### config.mk
export PLATFORM = sky130hd
export DESIGN_NAME = crc_stream_engine
export DESIGN_NICKNAME = d
export VERILOG_FILES = /design/src/rtl/crc_stream_engine.sv
export SDC_FILE = /design/constraint.sdc
export NUM_CORES = 1
export LEC_CHECK = 0
export CAP_MARGIN = 5
export CORE_ASPECT_RATIO = 0.75
export CORE_MARGIN = 2
export CORE_UTILIZATION = 59
export CTS_BUF_LIST = sky130_fd_sc_hd__clkbuf_2 sky130_fd_sc_hd__clkbuf_4 sky130_fd_sc_hd__clkbuf_8
export DETAILED_ROUTE_END_ITERATION = 8
export GPL_ROUTABILITY_DRIVEN = 0
export GPL_TIMING_DRIVEN = 1
export MAX_ROUTING_LAYER = met4
export PLACE_DENSITY = 0.79
export SYNTH_ARGS = -nofsm -noshare
export SYNTH_HDL_FRONTEND = slang
export SYNTH_SLANG_ARGS = --single-unit
### constraint.sdc
create_clock -name clk -period 2.32 [get_ports clk]
set_input_delay 0.232 -clock clk [delete_from_list [all_inputs] [get_ports clk]]
set_output_delay 0.232 -clock clk [all_outputs]
set_load 0.1 [all_outputs]
### src/rtl/crc_stream_engine.sv
// rtl/crc_stream_engine.sv - streaming CRC engine folding DATA_W/8 bytes per beat, partial last beat
// Define CRC_CHECK_EN to add the crc_ok residue checker.
module crc_stream_engine #(
  parameter int          DATA_W  = 8,
  parameter int          CRC_W   = 32,
  parameter logic [31:0] POLY    = 32'h04C11DB7,
  parameter logic [31:0] INIT    = 32'hFFFFFFFF,
  parameter logic [31:0] XOR_OUT = 32'hFFFFFFFF,
  parameter logic        REFLECT = 1'b1,
  parameter logic [31:0] RESIDUE = 32'hC704DD7B
) (
  input  logic                clk,
  input  logic                rst,
  input  logic                strt,
  input  logic [DATA_W-1:0]   data,
  input  logic                updatecrc,
  input  logic                last,
  input  logic [DATA_W/8-1:0] byte_en,
  output logic                busy,
  output logic [CRC_W-1:0]    result,
  output logic                result_valid
`ifdef CRC_CHECK_EN
  ,
  output logic                crc_ok
`endif
);

  localparam int               NB       = DATA_W / 8;
  localparam logic [CRC_W-1:0] POLY_T   = POLY[CRC_W-1:0];
  localparam logic [CRC_W-1:0] INIT_T   = INIT[CRC_W-1:0];
  localparam logic [CRC_W-1:0] XOR_T    = XOR_OUT[CRC_W-1:0];

  typedef enum logic [1:0] {IDLE, RUN, DONE} state_t;

  state_t           state, state_nxt;
  logic             accept, finalise;
  logic [CRC_W-1:0] crc_reg, crc_next, crc_rev, crc_out;

  // strt qualifies a beat in any state, so SOP beats fold from INIT
  assign accept   = updatecrc & (strt | (state == RUN));
  assign finalise = accept & last;

  // Register is kept in normal (MSB-first) form; REFLECT only changes bit feed order.
  always_comb begin : fold
    logic [CRC_W-1:0] c;
    logic             run;
    logic             bit_in;
    logic             fb;
    c      = strt ? INIT_T : crc_reg;
    run    = 1'b1;
    bit_in = 1'b0;
    fb     = 1'b0;
    for (int i = 0; i < NB; i++) begin
      run = run & (byte_en[i] | ~last);
      if (run) begin
        for (int b = 0; b < 8; b++) begin
          bit_in = REFLECT ? data[8*i+b] : data[8*i+7-b];
          fb     = c[CRC_W-1] ^ bit_in;
          c      = (c << 1) ^ (fb ? POLY_T : '0);
        end
      end
    end
    crc_next = c;
  end

  always_comb begin
    crc_rev = '0;
    for (int k = 0; k < CRC_W; k++) crc_rev[k] = crc_next[CRC_W-1-k];
  end

  assign crc_out = (REFLECT ? crc_rev : crc_next) ^ XOR_T;

  always_ff @(posedge clk or posedge rst) begin
    if (rst) state <= IDLE;
    else     state <= state_nxt;
  end

  always_comb begin
    state_nxt = state;
    busy      = (state == RUN);
    if (strt)          state_nxt = (updatecrc && last) ? DONE : RUN;
    else if (finalise) state_nxt = DONE;
  end

  always_ff @(posedge clk or posedge rst) begin
    if (rst) begin
      crc_reg      <= INIT_T;
      result       <= '0;
      result_valid <= 1'b0;
    end else begin
      result_valid <= finalise;
      if (accept)    crc_reg <= crc_next;
      else if (strt) crc_reg <= INIT_T;
      if (finalise)  result <= crc_out;
    end
  end

`ifdef CRC_CHECK_EN
  localparam logic [CRC_W-1:0] RESIDUE_T = RESIDUE[CRC_W-1:0];

  always_ff @(posedge clk or posedge rst) begin
    if (rst)           crc_ok <= 1'b0;
    else if (finalise) crc_ok <= (crc_next == RESIDUE_T);
    else if (strt)     crc_ok <= 1'b0;
  end
`else
  logic unused_residue;
  assign unused_residue = ^RESIDUE;
`endif

endmodule
# Word-level counts from Yosys, hierarchy flattened
# Cells that the tools add are included.
# totals
input_bits,14
wordCells,43
reg_bits,67
# classes
n_bitwise,22
n_reduce_logical,2
eq_ne,1
n_mux,14
# ops
operator,n
$xor A32 B27 Y32,8
$mux W27,8
$mux W32,3
$not A32 Y32,1
$xor A1 B1 Y1,8
$mux W2,3
$and A1 B1 Y1,2
$eq A2 B1 Y1 const B,1
$or A1 B1 Y1,2
$reduce_bool A2 Y1,1
$logic_and A1 B1 Y1,1
$not A1 Y1,1

# Longest topological paths before layout
# Gate-level depths: netlist of the first run.
# depth
depth_word,27
mapped_depth,9
depth_no_buf,6

# Worst setup path before layout of the first run
# OpenSTA, ideal clock, no wires.
# synth_path
kind,flip-flop to flip-flop
from,register state[1]
to,register result[24]
path_buffers,1
path_slack_ps,-562
arrival_time_ps,2741
required_time_ps,2179
stages_incl_launch_ff,7
period_less_slack_ps,2882
setup_ps,141
cell_sequence,dfrtp_1 nor2b_1 o21a_1 nand2_1 inv_2 buf_1 a31oi_1
# synth_between
elab_chain_len,4
# synth_lines
element,line,rtl
"start, declared",35,"state_t state, state_nxt;"
"start signal, assigned",75,else state <= state_nxt;
$eq A2 B1 Y1,--,
net busy,19,"output logic busy,"
$or A1 B1 Y1,40,assign accept = updatecrc & (strt | (state == RUN));
$and A1 B1 Y1,40,
$and A1 B1 Y1,41,assign finalise = accept & last;
net finalise,36,"logic accept, finalise;"
"end signal, assigned",94,if (finalise) result <= crc_out;
"end, declared",20,"output logic [CRC_W-1:0] result,"
# The timed path passes the listed nets, and every way through them passes these cells.
# A chain may end at the register's enable or synchronous reset.

# Worst setup path in the final report of the first run
# layout_path
from,register crc_reg[30]
to,register result[14]
# layout_between
elab_chain_len,13
# layout_lines
element,line,rtl
"start, declared",37,"logic [CRC_W-1:0] crc_reg, crc_next, crc_rev, crc_out;"
"start signal, assigned",92,if (accept) crc_reg <= crc_next;
$mux W32,--,
$xor A32 B27 Y32,59,c = (c << 1) ^ (fb ? POLY_T : '0);
$xor A1 B1 Y1,58,fb = c[CRC_W-1] ^ bit_in;
$mux W27,59,
$xor A32 B27 Y32 (7 in series),59,
$mux W32,55,if (run) begin
$not A32 Y32 (no line),--,
# No other way between the ends.

==> results of run 1 <==
-- critical path, stage by stage (launching register included) --
cell                      delay, ns
sky130_fd_sc_hd__dfstp_2       0.68
sky130_fd_sc_hd__xnor2_2       0.13
sky130_fd_sc_hd__nor2_4        0.17
sky130_fd_sc_hd__xnor3_1       0.48
sky130_fd_sc_hd__xnor3_1       0.39
sky130_fd_sc_hd__o21ai_0       0.20
sky130_fd_sc_hd__o21a_1        0.16
-- cells in the final DEF (no fill, tap or decap), types with 6 or more instances in the layout --
cell / count
sky130_fd_sc_hd__clkbuf_8: 9
sky130_fd_sc_hd__nand3_1: 6
sky130_fd_sc_hd__a211oi_1: 6
sky130_fd_sc_hd__o21ai_1: 7
sky130_fd_sc_hd__clkdlybuf4s50_1: 12
sky130_fd_sc_hd__nor3_1: 25
sky130_fd_sc_hd__nor2_1: 56
sky130_fd_sc_hd__o21ai_0: 37
sky130_fd_sc_hd__xnor3_1: 17
sky130_fd_sc_hd__xor2_1: 13
sky130_fd_sc_hd__dfrtp_1: 35
sky130_fd_sc_hd__a21oi_1: 33
sky130_fd_sc_hd__mux2i_1: 7
sky130_fd_sc_hd__mux2_2: 6
sky130_fd_sc_hd__nand2_1: 44
sky130_fd_sc_hd__buf_4: 80
sky130_fd_sc_hd__a31oi_1: 9
sky130_fd_sc_hd__dfstp_2: 32
sky130_fd_sc_hd__xnor2_1: 38
-- metrics by stage --
step | hold slack [ns] | total power (W) | std cells | utilization [%]
2_1_floorplan | 0.452 | 0.00593 | 480 | -
3_3_place_gp | 0.459 | 0.00701 | 638 | 71.3
3_5_place_dp | 0.465 | 0.00712 | 638 | 71.3
4_1_cts | 0.282 | 0.00824 | 654 | 74.3
5_1_grt | 0.320 | 0.00862 | 654 | 74.4
6_report | 0.279 | 0.00825 | 654 | 74.4
-- power groups by stage --
stage                     logic, W  registers (W)  clock network (W)
final                      0.00507        0.00209            0.00110
after global routing       0.00534        0.00213            0.00115
after CTS                  0.00505        0.00208            0.00111
after detailed placement   0.00502        0.00210                  0
after global placement     0.00494        0.00207                  0
after floorplan            0.00218        0.00375                  0
-- metal layers --
metal,track usage [%],vias up
li1,-,1795
met1,41.5,1901
met2,50.1,152
met3,4.63,24
met4,8.55,0
met5,-,-
-- layout make-up --
type,count,area [um^2],area share [%]
flip-flops and latches,67,1720,31.0
well taps,101,126,2.28
repair buffers,96,786,14.2
multi-input cells,370,2670,48.2
clock buffers,10,131,2.38
clock inverters,6,90.1,1.63
inverters,4,15.0,0.271
-- cells by family (layout without fill, tap and decap cells) --
group	count (synthesis)	count (layout)	synth area share, %
xor+xnor	81	81	24.1
simple gates	151	151	14.4
compound gates	125	125	16.3
buf+inv	43	116	4.83
flops	67	67	37.4
mux	13	13	3.00
-- worst max path at each step --
stage / to / slack (ns) / cells past startpoint
after floorplan: result[24] / 0.004 / 6
after global placement: result[22] / -0.1 / 6
after detailed placement: result[14] / -0.17 / 7
after CTS: result[14] / 0.01 / 6
after global routing: result[14] / -0.004 / 6
final: result[14] / 0.04 / 6
-- what timing repair did --
action                                  4_1_cts  5_1_grt
endpoints found under the setup margin        0        7
gates resized for setup                       0        4
hold endpoints to repair                      0        0
==> run metrics, run 1 <==
Pwr Density 1490 nW/um^2; Cell Area, Synth 4590 um^2; detailed-routed wire length on met3 825 um; Final Cycle Share 98.3%; GR Util All Layers 31.0%; synthesized netlist net count 494; area of the core region 7430 um^2; most frequent cells after synthesis sky130_fd_sc_hd__nor2_1, sky130_fd_sc_hd__nand2_1, sky130_fd_sc_hd__o21ai_0; HPWL reported at the end of detailed placement 8.57 mm; area delta synth->final 20.6%; Post-synth ARST share 100%; type of the tightest min-delay check primary input to asynchronous set/reset pin; routed length on met1 5.28 mm; unrepaired setup endpoints after global routing true; Total Die Area 8500 um^2; minimum setup slack after placement -0.171 ns; fraction of post-synthesis cell area in the top cell type by area 19.1%; iteration count of the initial detailed-routing pass 5; Worst R2R Path Depth 6; Gate power share 61.4%; cell area after layout 5530 um^2; switching power summed over all nets 0.00413 W; number of levels in the clock H-tree 3; Diodes inserted 0; ANT nets after route 0; Slew @ Worst Pin 0.499 ns; root buffer cell sky130_fd_sc_hd__clkbuf_8; crit end category register; leakage power 2.42 nW; final count of hold timing violations 0; Reg2Reg Launch Point crc_reg[30]; number of warnings issued by yosys 0; die extent in x 106 um; maximum vdd ir drop 1100 uV; buffers inserted by post-CTS timing repair 0; routed wirelength normalized by instance count 18.5 um; final net count 562; clock slew at reported path FFs 0.08 ns; sequential cell area fraction in the yosys report 37.4%; uppermost signal routing layer after detailed routing met4; vertical die dimension 80.4 um; total congestion overflow after global routing 0; type of element launching the critical path register; Max Freq 0.438 GHz; Worst Path Class, Setup register to register; TritonCTS sink count 67; clock latency at the later pin of the worst-skew pair 0.35 ns; top-level I/O count 48; Final Max Slew Viols 0; main area contributors after synthesis sky130_fd_sc_hd__dfrtp_1, sky130_fd_sc_hd__dfstp_2, sky130_fd_sc_hd__xnor3_1; via density per instance 5.92; accumulated negative setup slack 0 ns; cell accounting for the most synthesized area sky130_fd_sc_hd__dfrtp_1; maximum number of pins on one net before global-route repair 68; Syn Area/Cell 9.56 um^2; Worst Setup Slack, final 0.0392 ns; number of input and output port buffers inserted 47; final-layout fill cell count 548; starting density of the core 61.7%; clock buffer count from CTS 9; synthesized instance count 480; sequential share of power 25.3%; fraction of final layout cells sized beyond drive strength 1 28.8%; proportion of power drawn by the clock network 13.3%; max-slew headroom at the worst pin 66.5%; worst-case register-to-register setup slack 0.04 ns; run status completed; clock period minus worst slack 2.28 ns; antenna violations before repair 0; internal power 0.00413 W; final count of negative-setup-slack endpoints 0; number of enable-type register cells in the synthesized netlist 0; beginning of the critical path crc_reg[30]; switching power share of the total 50.0%; via count of the first global-routing pass 3683; Residual DRC 0; number of buffers inserted by hold repair at cts 0; count of different cell masters after synthesis 50; final worst clock skew 0.00864 ns; crit path DAT 2.57 ns; required arrival time at the worst endpoint 2.61 ns; top-count cell post-synth sky130_fd_sc_hd__nor2_1; Maximum Capacitance Violations 0; cell area after placement 5300 um^2; number of storage elements in the synthesis netlist 67; global-route wire length before repair 19.2 mm; dominant register cell in the synthesized netlist sky130_fd_sc_hd__dfrtp_1; TritonCTS clock tree built; wirelength, routed 12.1 mm; Cell Rows 27; initial detailed-routing violation count 404; CTS Buffer Depth 2; Critical R2R Capture result[14]; total vias in the final route 3872; met2 wire len 5.79 mm; crit path max fanout 7
Power figures use the tool's default switching activity.
==> run 2: changes to the inputs <==
--- a/config.mk
+++ b/config.mk
@@ -7,14 +7,14 @@
 export LEC_CHECK = 0
 export CAP_MARGIN = 5
 export CORE_ASPECT_RATIO = 0.75
-export CORE_MARGIN = 2
-export CORE_UTILIZATION = 59
+export CORE_MARGIN = 8
+export CORE_UTILIZATION = 54
 export CTS_BUF_LIST = sky130_fd_sc_hd__clkbuf_2 sky130_fd_sc_hd__clkbuf_4 sky130_fd_sc_hd__clkbuf_8
 export DETAILED_ROUTE_END_ITERATION = 8
 export GPL_ROUTABILITY_DRIVEN = 0
 export GPL_TIMING_DRIVEN = 1
 export MAX_ROUTING_LAYER = met4
-export PLACE_DENSITY = 0.79
+export PLACE_DENSITY = 0.76
 export SYNTH_ARGS = -nofsm -noshare
 export SYNTH_HDL_FRONTEND = slang
 export SYNTH_SLANG_ARGS = --single-unit
==> constraint.sdc (replaced) <==
create_clock -name clk -period 1.9 [get_ports clk]
set_input_delay 0.19 -clock clk [delete_from_list [all_inputs] [get_ports clk]]
set_output_delay 0.19 -clock clk [all_outputs]
set_load 0.1 [all_outputs]
==> run 2 against run 1 <==
Against the previous run: the flow now finishes with violations (setup timing); utilization grew 7.1 points; sequential cell count is the same; setup slack worse by 0.30 ns; first-iteration DRC count is 32% higher; critical endpoint is now result[15].
==> run metrics, run 2 (same netlist as run 1, synthesis figures left out) <==
minimum setup slack after placement -0.546 ns (was -0.171 ns); total congestion overflow after global routing 0 (unchanged); Final Cycle Share 114% (was 98.3%); beginning of the critical path crc_reg[28] (was crc_reg[30]); run status finished with violations (was completed); cell area after placement 5670 um^2 (was 5300 um^2); clock slew at reported path FFs 0.09 ns (was 0.08 ns); unrepaired setup endpoints after global routing true (unchanged); violated checks setup timing; final count of negative-setup-slack endpoints 44 (was 0); area of the core region 8350 um^2 (was 7430 um^2); antenna violations before repair 0 (unchanged); initial detailed-routing violation count 533 (was 404); Worst R2R Path Depth 8 (was 6); clock period minus worst slack 2.16 ns (was 2.28 ns); Maximum Capacitance Violations 0 (unchanged); via count of the first global-routing pass 4519 (was 3683); clock buffer count from CTS 9 (unchanged); Cell Rows 29 (was 27); required arrival time at the worst endpoint 2.16 ns (was 2.61 ns); Critical R2R Capture result[15] (was result[14]); leakage power 2.96 nW (was 2.42 nW); final-layout fill cell count 448 (was 548); Final Max Slew Viols 0 (unchanged); Pwr Density 1770 nW/um^2 (was 1490 nW/um^2); global-route wire length before repair 24.3 mm (was 19.2 mm); iteration count of the initial detailed-routing pass 8 (was 5); Worst Setup Slack, final -0.261 ns (was 0.0392 ns); worst setup path end result[15] (was result[14]); wirelength, routed 16.8 mm (was 12.1 mm); Max Freq 0.463 GHz (was 0.438 GHz); HPWL reported at the end of detailed placement 10.1 mm (was 8.57 mm); max-slew headroom at the worst pin 64.5% (was 66.5%); crit path max fanout 3 (was 7); final net count 619 (was 562); final worst clock skew 0.0129 ns (was 0.00864 ns); Slew @ Worst Pin 0.531 ns (was 0.499 ns); final count of hold timing violations 0 (unchanged); crit end category register (unchanged); worst-case register-to-register setup slack -0.26 ns (was 0.04 ns); Reg2Reg Launch Point crc_reg[28] (was crc_reg[30]); Worst Path Class, Setup register to register (unchanged); clock latency at the later pin of the worst-skew pair 0.37 ns (was 0.35 ns); number of buffers inserted by hold repair at cts 0 (unchanged); type of element launching the critical path register (unchanged); routed wirelength normalized by instance count 23.4 um (was 18.5 um); top-level I/O count 48 (unchanged); Total Die Area 11700 um^2 (was 8500 um^2); TritonCTS sink count 67 (unchanged); maximum number of pins on one net before global-route repair 35 (was 68); root buffer cell sky130_fd_sc_hd__clkbuf_8 (unchanged); Residual DRC 0 (unchanged); CTS Buffer Depth 2 (unchanged); TritonCTS clock tree built (unchanged); overall power after layout 0.0120 W (was 0.00825 W); fraction of final layout cells sized beyond drive strength 1 48.9% (was 28.8%); crit path DAT 2.42 ns (was 2.57 ns); number of levels in the clock H-tree 3 (unchanged); starting density of the core 55.0% (was 61.7%); area delta synth->final 48.4% (was 20.6%); GR Util All Layers 28.5% (was 31.0%); type of the tightest min-delay check primary input to asynchronous set/reset pin (unchanged); maximum vdd ir drop 1620 uV (was 1100 uV); most frequent standard cell in the layout excluding fill and tap cells sky130_fd_sc_hd__buf_4 (unchanged); cell area after layout 6810 um^2 (was 5530 um^2); commonest cells after routing, fill and taps aside sky130_fd_sc_hd__buf_4, sky130_fd_sc_hd__nor2_1, sky130_fd_sc_hd__nand2_1, sky130_fd_sc_hd__dfrtp_1, sky130_fd_sc_hd__dfstp_2 (was sky130_fd_sc_hd__buf_4, sky130_fd_sc_hd__nor2_1, sky130_fd_sc_hd__nand2_1, sky130_fd_sc_hd__xnor2_1, sky130_fd_sc_hd__o21ai_0); total vias in the final route 4454 (was 3872); ANT nets after route 0 (unchanged); die extent in x 122 um (was 106 um); via density per instance 6.20 (was 5.92); number of input and output port buffers inserted 47 (unchanged); vertical die dimension 95.8 um (was 80.4 um); Diodes inserted 0 (unchanged)
-- run 2: final cells by class --
type	count	area, um^2	area share, %
clock inverter	6	71.3	1.05
timing repair buffer	153	1400	20.6
clock buffer	10	138	2.02
inverter	4	17.5	0.257
tap	108	135	1.99
sequential	67	1720	25.2
multi-input combinational	370	3330	48.9
-- run 2: worst min path at each step --
stage,end,slack [ns],startpoint,cells after the start
CTS,result[31],0.18,rst,2
global route,result[31],0.22,rst,2
finish,result[31],0.17,rst,2
floorplan,crc_reg[29],0.42,strt,2
global placement,result[27],0.46,result[27],1
detailed placement,result[3],0.46,result[3],2
-- run 2: metal layers --
metal / global-route usage [%] / vias up / part of all wire (%)
met5: - / - / 0
li1: - / 1911 / -
met4: 14.5 / 0 / 4.9
met1: 34.3 / 2123 / 39
met2: 43.8 / 333 / 47
met3: 7.80 / 87 / 9.4
-- run 2: stage by stage --
stage	util, %	setup TNS, ns	instances	hold slack [ns]
2_1_floorplan	-	-0.0579	480	0.419
3_3_place_gp	67.9	-16.74	670	0.461
3_5_place_dp	67.9	-18.75	670	0.464
4_1_cts	76.9	-3.45	710	0.181
5_1_grt	81.5	-8.82	718	0.215
6_report	81.5	-6.40	718	0.172
-- run 2: report_power, final --
group / internal (W) / leakage [nW] / switching [W]
sequential: 0.00211 / 0.761 / 0.000462
clock: 0.000653 / 0.0995 / 0.000645
combinational: 0.00321 / 2.10 / 0.00494
total: 0.00598 / 2.96 / 0.00604
-- run 2: repair_timing --
item,CTS,global route
endpoints found under the hold margin,0,0
pin swaps,46,54
setup endpoints to repair,51,56
gates resized for setup,64,66
setup buffers,25,10
gates cloned,0,0
-- run 2: worst max-delay path, stage by stage (launching register included) --
cell and delay, ns:
sky130_fd_sc_hd__dfstp_2 0.63, sky130_fd_sc_hd__buf_12 0.14, sky130_fd_sc_hd__buf_4 0.11, sky130_fd_sc_hd__xnor2_1 0.10, sky130_fd_sc_hd__nor2_1 0.13, sky130_fd_sc_hd__xnor3_1 0.33, sky130_fd_sc_hd__xor2_4 0.24, sky130_fd_sc_hd__o21ai_1 0.10
sky130_fd_sc_hd__mux2_2 0.27
==> run 3: changes to the inputs <==
--- a/config.mk
+++ b/config.mk
@@ -5,16 +5,18 @@
 export SDC_FILE = /design/constraint.sdc
 export NUM_CORES = 1
 export LEC_CHECK = 0
+export ABC_AREA = 1
 export CAP_MARGIN = 5
 export CORE_ASPECT_RATIO = 0.75
 export CORE_MARGIN = 8
-export CORE_UTILIZATION = 54
+export CORE_UTILIZATION = 59
 export CTS_BUF_LIST = sky130_fd_sc_hd__clkbuf_2 sky130_fd_sc_hd__clkbuf_4 sky130_fd_sc_hd__clkbuf_8
 export DETAILED_ROUTE_END_ITERATION = 8
 export GPL_ROUTABILITY_DRIVEN = 0
 export GPL_TIMING_DRIVEN = 1
 export MAX_ROUTING_LAYER = met4
-export PLACE_DENSITY = 0.76
+export PLACE_DENSITY = 0.79
+export SETUP_SLACK_MARGIN = 0.05
 export SYNTH_ARGS = -nofsm -noshare
 export SYNTH_HDL_FRONTEND = slang
 export SYNTH_SLANG_ARGS = --single-unit
==> constraint.sdc (replaced) <==
create_clock -name clk -period 2.3 [get_ports clk]
set_input_delay 0.23 -clock clk [delete_from_list [all_inputs] [get_ports clk]]
set_output_delay 0.23 -clock clk [all_outputs]
set_load 0.1 [all_outputs]
==> run 3 against run 2 <==
Against the previous run: the flow now finishes without violations; worst hold slack gained 0.099 ns; largest cell class unchanged; via count shrank 2.8%; combinational power shrank 65%; sequential power shrank 36%; sequential share of layout area grew 8.4 points; total power shrank 53%; clock power shrank 14%; count of clock-buffer cells in the layout is the same; sequential cell count is the same; critical endpoint is now result[19]; maximum frequency grew 9.7%.
==> run metrics, run 3 <==
number of buffers inserted by hold repair at cts 0 (unchanged); Final Max Slew Viols 0 (unchanged); Diodes inserted 0 (unchanged); commonest cells after routing, fill and taps aside sky130_fd_sc_hd__nand2_1, sky130_fd_sc_hd__nand3_1, sky130_fd_sc_hd__inv_1, sky130_fd_sc_hd__buf_4, sky130_fd_sc_hd__nor2_1 (was sky130_fd_sc_hd__buf_4, sky130_fd_sc_hd__nor2_1, sky130_fd_sc_hd__nand2_1, sky130_fd_sc_hd__dfrtp_1, sky130_fd_sc_hd__dfstp_2); Pwr Density 1110 nW/um^2 (was 1770 nW/um^2); starting density of the core 60.0% (was 55.0%); cell accounting for the most synthesized area sky130_fd_sc_hd__nand2_1 (was sky130_fd_sc_hd__dfrtp_1); delay of the slowest critical-path stage 0.54 ns (was 0.63 ns); Cell Rows 27 (was 29); cell area after layout 5110 um^2 (was 6810 um^2); Slew @ Worst Pin 0.391 ns (was 0.531 ns); number of levels in the clock H-tree 3 (unchanged); routed wirelength normalized by instance count 15.5 um (was 23.4 um); beginning of the critical path crc_reg[31] (was crc_reg[28]); clock period minus worst slack 1.97 ns (was 2.16 ns); fraction of post-synthesis cell area in the top cell type by area 21.3% (was 19.1%); crit path DAT 2.25 ns (was 2.42 ns); unrepaired setup endpoints after global routing false (was true); cell-by-cell trace of the critical path inv_1 -> nand2_2 -> nand2_1 -> nand2_4 -> nand2_1 -> nand2_2 -> nand2_1 -> nand2_1 -> nand2_1 -> nand2_1 -> nand2_1 -> nand2_1 -> nand2_1 -> nand2_1 (was buf_12 -> buf_4 -> xnor2_1 -> nor2_1 -> xnor3_1 -> xor2_4 -> o21ai_1 -> mux2_2); via count of the first global-routing pass 4222 (was 4519); crit end category register (unchanged); top-level I/O count 48 (unchanged); Post-synth ARST share 100% (unchanged); Syn Area/Cell 6.96 um^2 (was 9.56 um^2); total congestion overflow after global routing 0 (unchanged); type of element launching the critical path register (unchanged); Reg2Reg Launch Point crc_reg[31] (was crc_reg[28]); number of enable-type register cells in the synthesized netlist 0 (unchanged); Final Cycle Share 85.6% (was 114%); HPWL reported at the end of detailed placement 8.71 mm (was 10.1 mm); maximum vdd ir drop 643 uV (was 1620 uV); fraction of final layout cells sized beyond drive strength 1 22.1% (was 48.9%); Maximum Capacitance Violations 0 (unchanged); initial detailed-routing violation count 425 (was 533); area delta synth->final 17.3% (was 48.4%); most frequent cell on the critical path sky130_fd_sc_hd__nand2_1; crit path max fanout 10 (was 3); family with the most delay on the worst path simple AND/OR/NAND/NOR gates (was XOR/XNOR gates); Residual DRC 0 (unchanged); GR Util All Layers 25.1% (was 28.5%); run status completed (was finished with violations); area of the core region 7260 um^2 (was 8350 um^2); final net count 689 (was 619); top-count cell post-synth sky130_fd_sc_hd__nand2_1 (was sky130_fd_sc_hd__nor2_1); final count of negative-setup-slack endpoints 0 (was 44); maximum number of pins on one net before global-route repair 68 (was 35); accumulated negative setup slack 0 ns (was -6.40 ns); synthesized instance count 626 (was 480); wirelength, routed 12.1 mm (was 16.8 mm); post-cts sizing count 0 (was 64); CTS Buffer Depth 2 (unchanged); dominant register cell in the synthesized netlist sky130_fd_sc_hd__dfrtp_1 (unchanged); leakage power 2.62 nW (was 2.96 nW); vertical die dimension 90.4 um (was 95.8 um); post-layout util 70.4% (was 81.5%); TritonCTS clock tree built (unchanged); Worst Path Class, Setup register to register (unchanged); Worst path slowest cell sky130_fd_sc_hd__dfstp_2 (unchanged); ANT nets after route 0 (unchanged); most frequent cells after synthesis sky130_fd_sc_hd__nand2_1, sky130_fd_sc_hd__nand3_1, sky130_fd_sc_hd__inv_1 (was sky130_fd_sc_hd__nor2_1, sky130_fd_sc_hd__nand2_1, sky130_fd_sc_hd__o21ai_0); Total Die Area 10400 um^2 (was 11700 um^2); worst-case register-to-register setup slack 0.33 ns (was -0.26 ns); number of input and output port buffers inserted 47 (unchanged); buffers inserted by post-CTS timing repair 0 (was 25); clock slew at reported path FFs 0.08 ns (was 0.09 ns); combined buffer and inverter count along the critical path 1 (was 2); final worst clock skew 0.00961 ns (was 0.0129 ns); clock buffer count from CTS 9 (unchanged); overall power after layout 0.00565 W (was 0.0120 W); clock latency at the later pin of the worst-skew pair 0.35 ns (was 0.37 ns); iteration count of the initial detailed-routing pass 7 (was 8); type of the tightest min-delay check primary input to asynchronous set/reset pin (unchanged); cell area after placement 4880 um^2 (was 5670 um^2); final count of hold timing violations 0 (unchanged); Max Freq 0.508 GHz (was 0.463 GHz); die extent in x 115 um (was 122 um); number of warnings issued by yosys 0 (unchanged); Worst R2R Path Depth 14 (was 8); count of different cell masters after synthesis 34 (was 50); root buffer cell sky130_fd_sc_hd__clkbuf_8 (unchanged); via density per instance 5.54 (was 6.20); Critical R2R Capture result[19] (was result[15]); most frequent standard cell in the layout excluding fill and tap cells sky130_fd_sc_hd__nand2_1 (was sky130_fd_sc_hd__buf_4); required arrival time at the worst endpoint 2.58 ns (was 2.16 ns); synthesized netlist net count 640 (was 494); main area contributors after synthesis sky130_fd_sc_hd__nand2_1, sky130_fd_sc_hd__dfrtp_1, sky130_fd_sc_hd__dfstp_2 (was sky130_fd_sc_hd__dfrtp_1, sky130_fd_sc_hd__dfstp_2, sky130_fd_sc_hd__xnor3_1); sequential cell area fraction in the yosys report 39.4% (was 37.4%); global-route wire length before repair 20.4 mm (was 24.3 mm); Cell Area, Synth 4360 um^2 (was 4590 um^2); total vias in the final route 4328 (was 4454); number of storage elements in the synthesis netlist 67 (unchanged); max-slew headroom at the worst pin 73.9% (was 64.5%); TritonCTS sink count 67 (unchanged); antenna violations before repair 0 (unchanged)
run 3: cell types whose count changed in the layout (fill, tap and decap cells not counted), sizes merged, moves of 13 or more:
cell   before  now
xnor3      18    0
nand2      44  279
inv         6   52
buf       141   48
nand3       6   50
nor3       25    0
xnor2      45    4
a21oi      33   20
run 3: layout make-up:
type / instances / area (um^2)
Multi-Input combinational cell: 485 / 2320
Fill cell: 649 / 2150
Sequential cell: 67 / 1720
Timing Repair Buffer: 60 / 515
Inverter: 52 / 200
Clock buffer: 10 / 138
Tap cell: 101 / 126
Clock inverter: 6 / 88.8
run 3: logic make-up (layout without fill, tap and decap cells):
group	after synthesis	after routing	share of synthesized area, %
and+or+nand+nor	388	388	39.4
AOI/OAI and AO/OA	80	80	10.4
buffers and inverters	74	128	7.44
DFF	67	67	39.4
xor gates and xnor gates	17	17	3.42
run 3: worst register-to-register path: cells and delay by family, from the launching register on:
kind / cells / cell delay, ns
buffers and inverters: 1 / 0.05
AND/OR/NAND/NOR: 13 / 1.32
flip-flops: 1 / 0.54
run 3: report_power, final:
part	internal, W	leakage [nW]	switching [W]	total (W)
Combinational	0.000660	1.73	0.00221	0.00287
Clock	0.000640	0.108	0.000478	0.00112
Sequential	0.00152	0.774	0.000136	0.00166
Total	0.00282	2.62	0.00283	0.00565
run 3: how the worst max path moves through the flow:
stage / cells after the start / slack (ns) / end
after floorplan: 8 / 0.30 / result[14]
after global placement: 12 / 0.22 / result[4]
after detailed placement: 12 / 0.20 / result[4]
after CTS: 14 / 0.39 / result[19]
after global routing: 14 / 0.18 / result[19]
final: 14 / 0.33 / result[19]
run 3: layer usage:
metal | global-route usage [%] | up-vias | part of all wire [%]
met5 | - | - | 0
met4 | 10.1 | 0 | 2.3
met2 | 37.7 | 228 | 47
met3 | 6.08 | 24 | 9.1
li1 | - | 2071 | -
met1 | 31.5 | 2005 | 42
run 3: metrics by stage:
stage,std cells,worst slack [ns],hold slack [ns]
2_1_floorplan,626,0.295,0.507
3_3_place_gp,765,0.218,0.465
3_5_place_dp,765,0.204,0.466
4_1_cts,781,0.385,0.275
5_1_grt,781,0.182,0.302
6_report,781,0.330,0.271
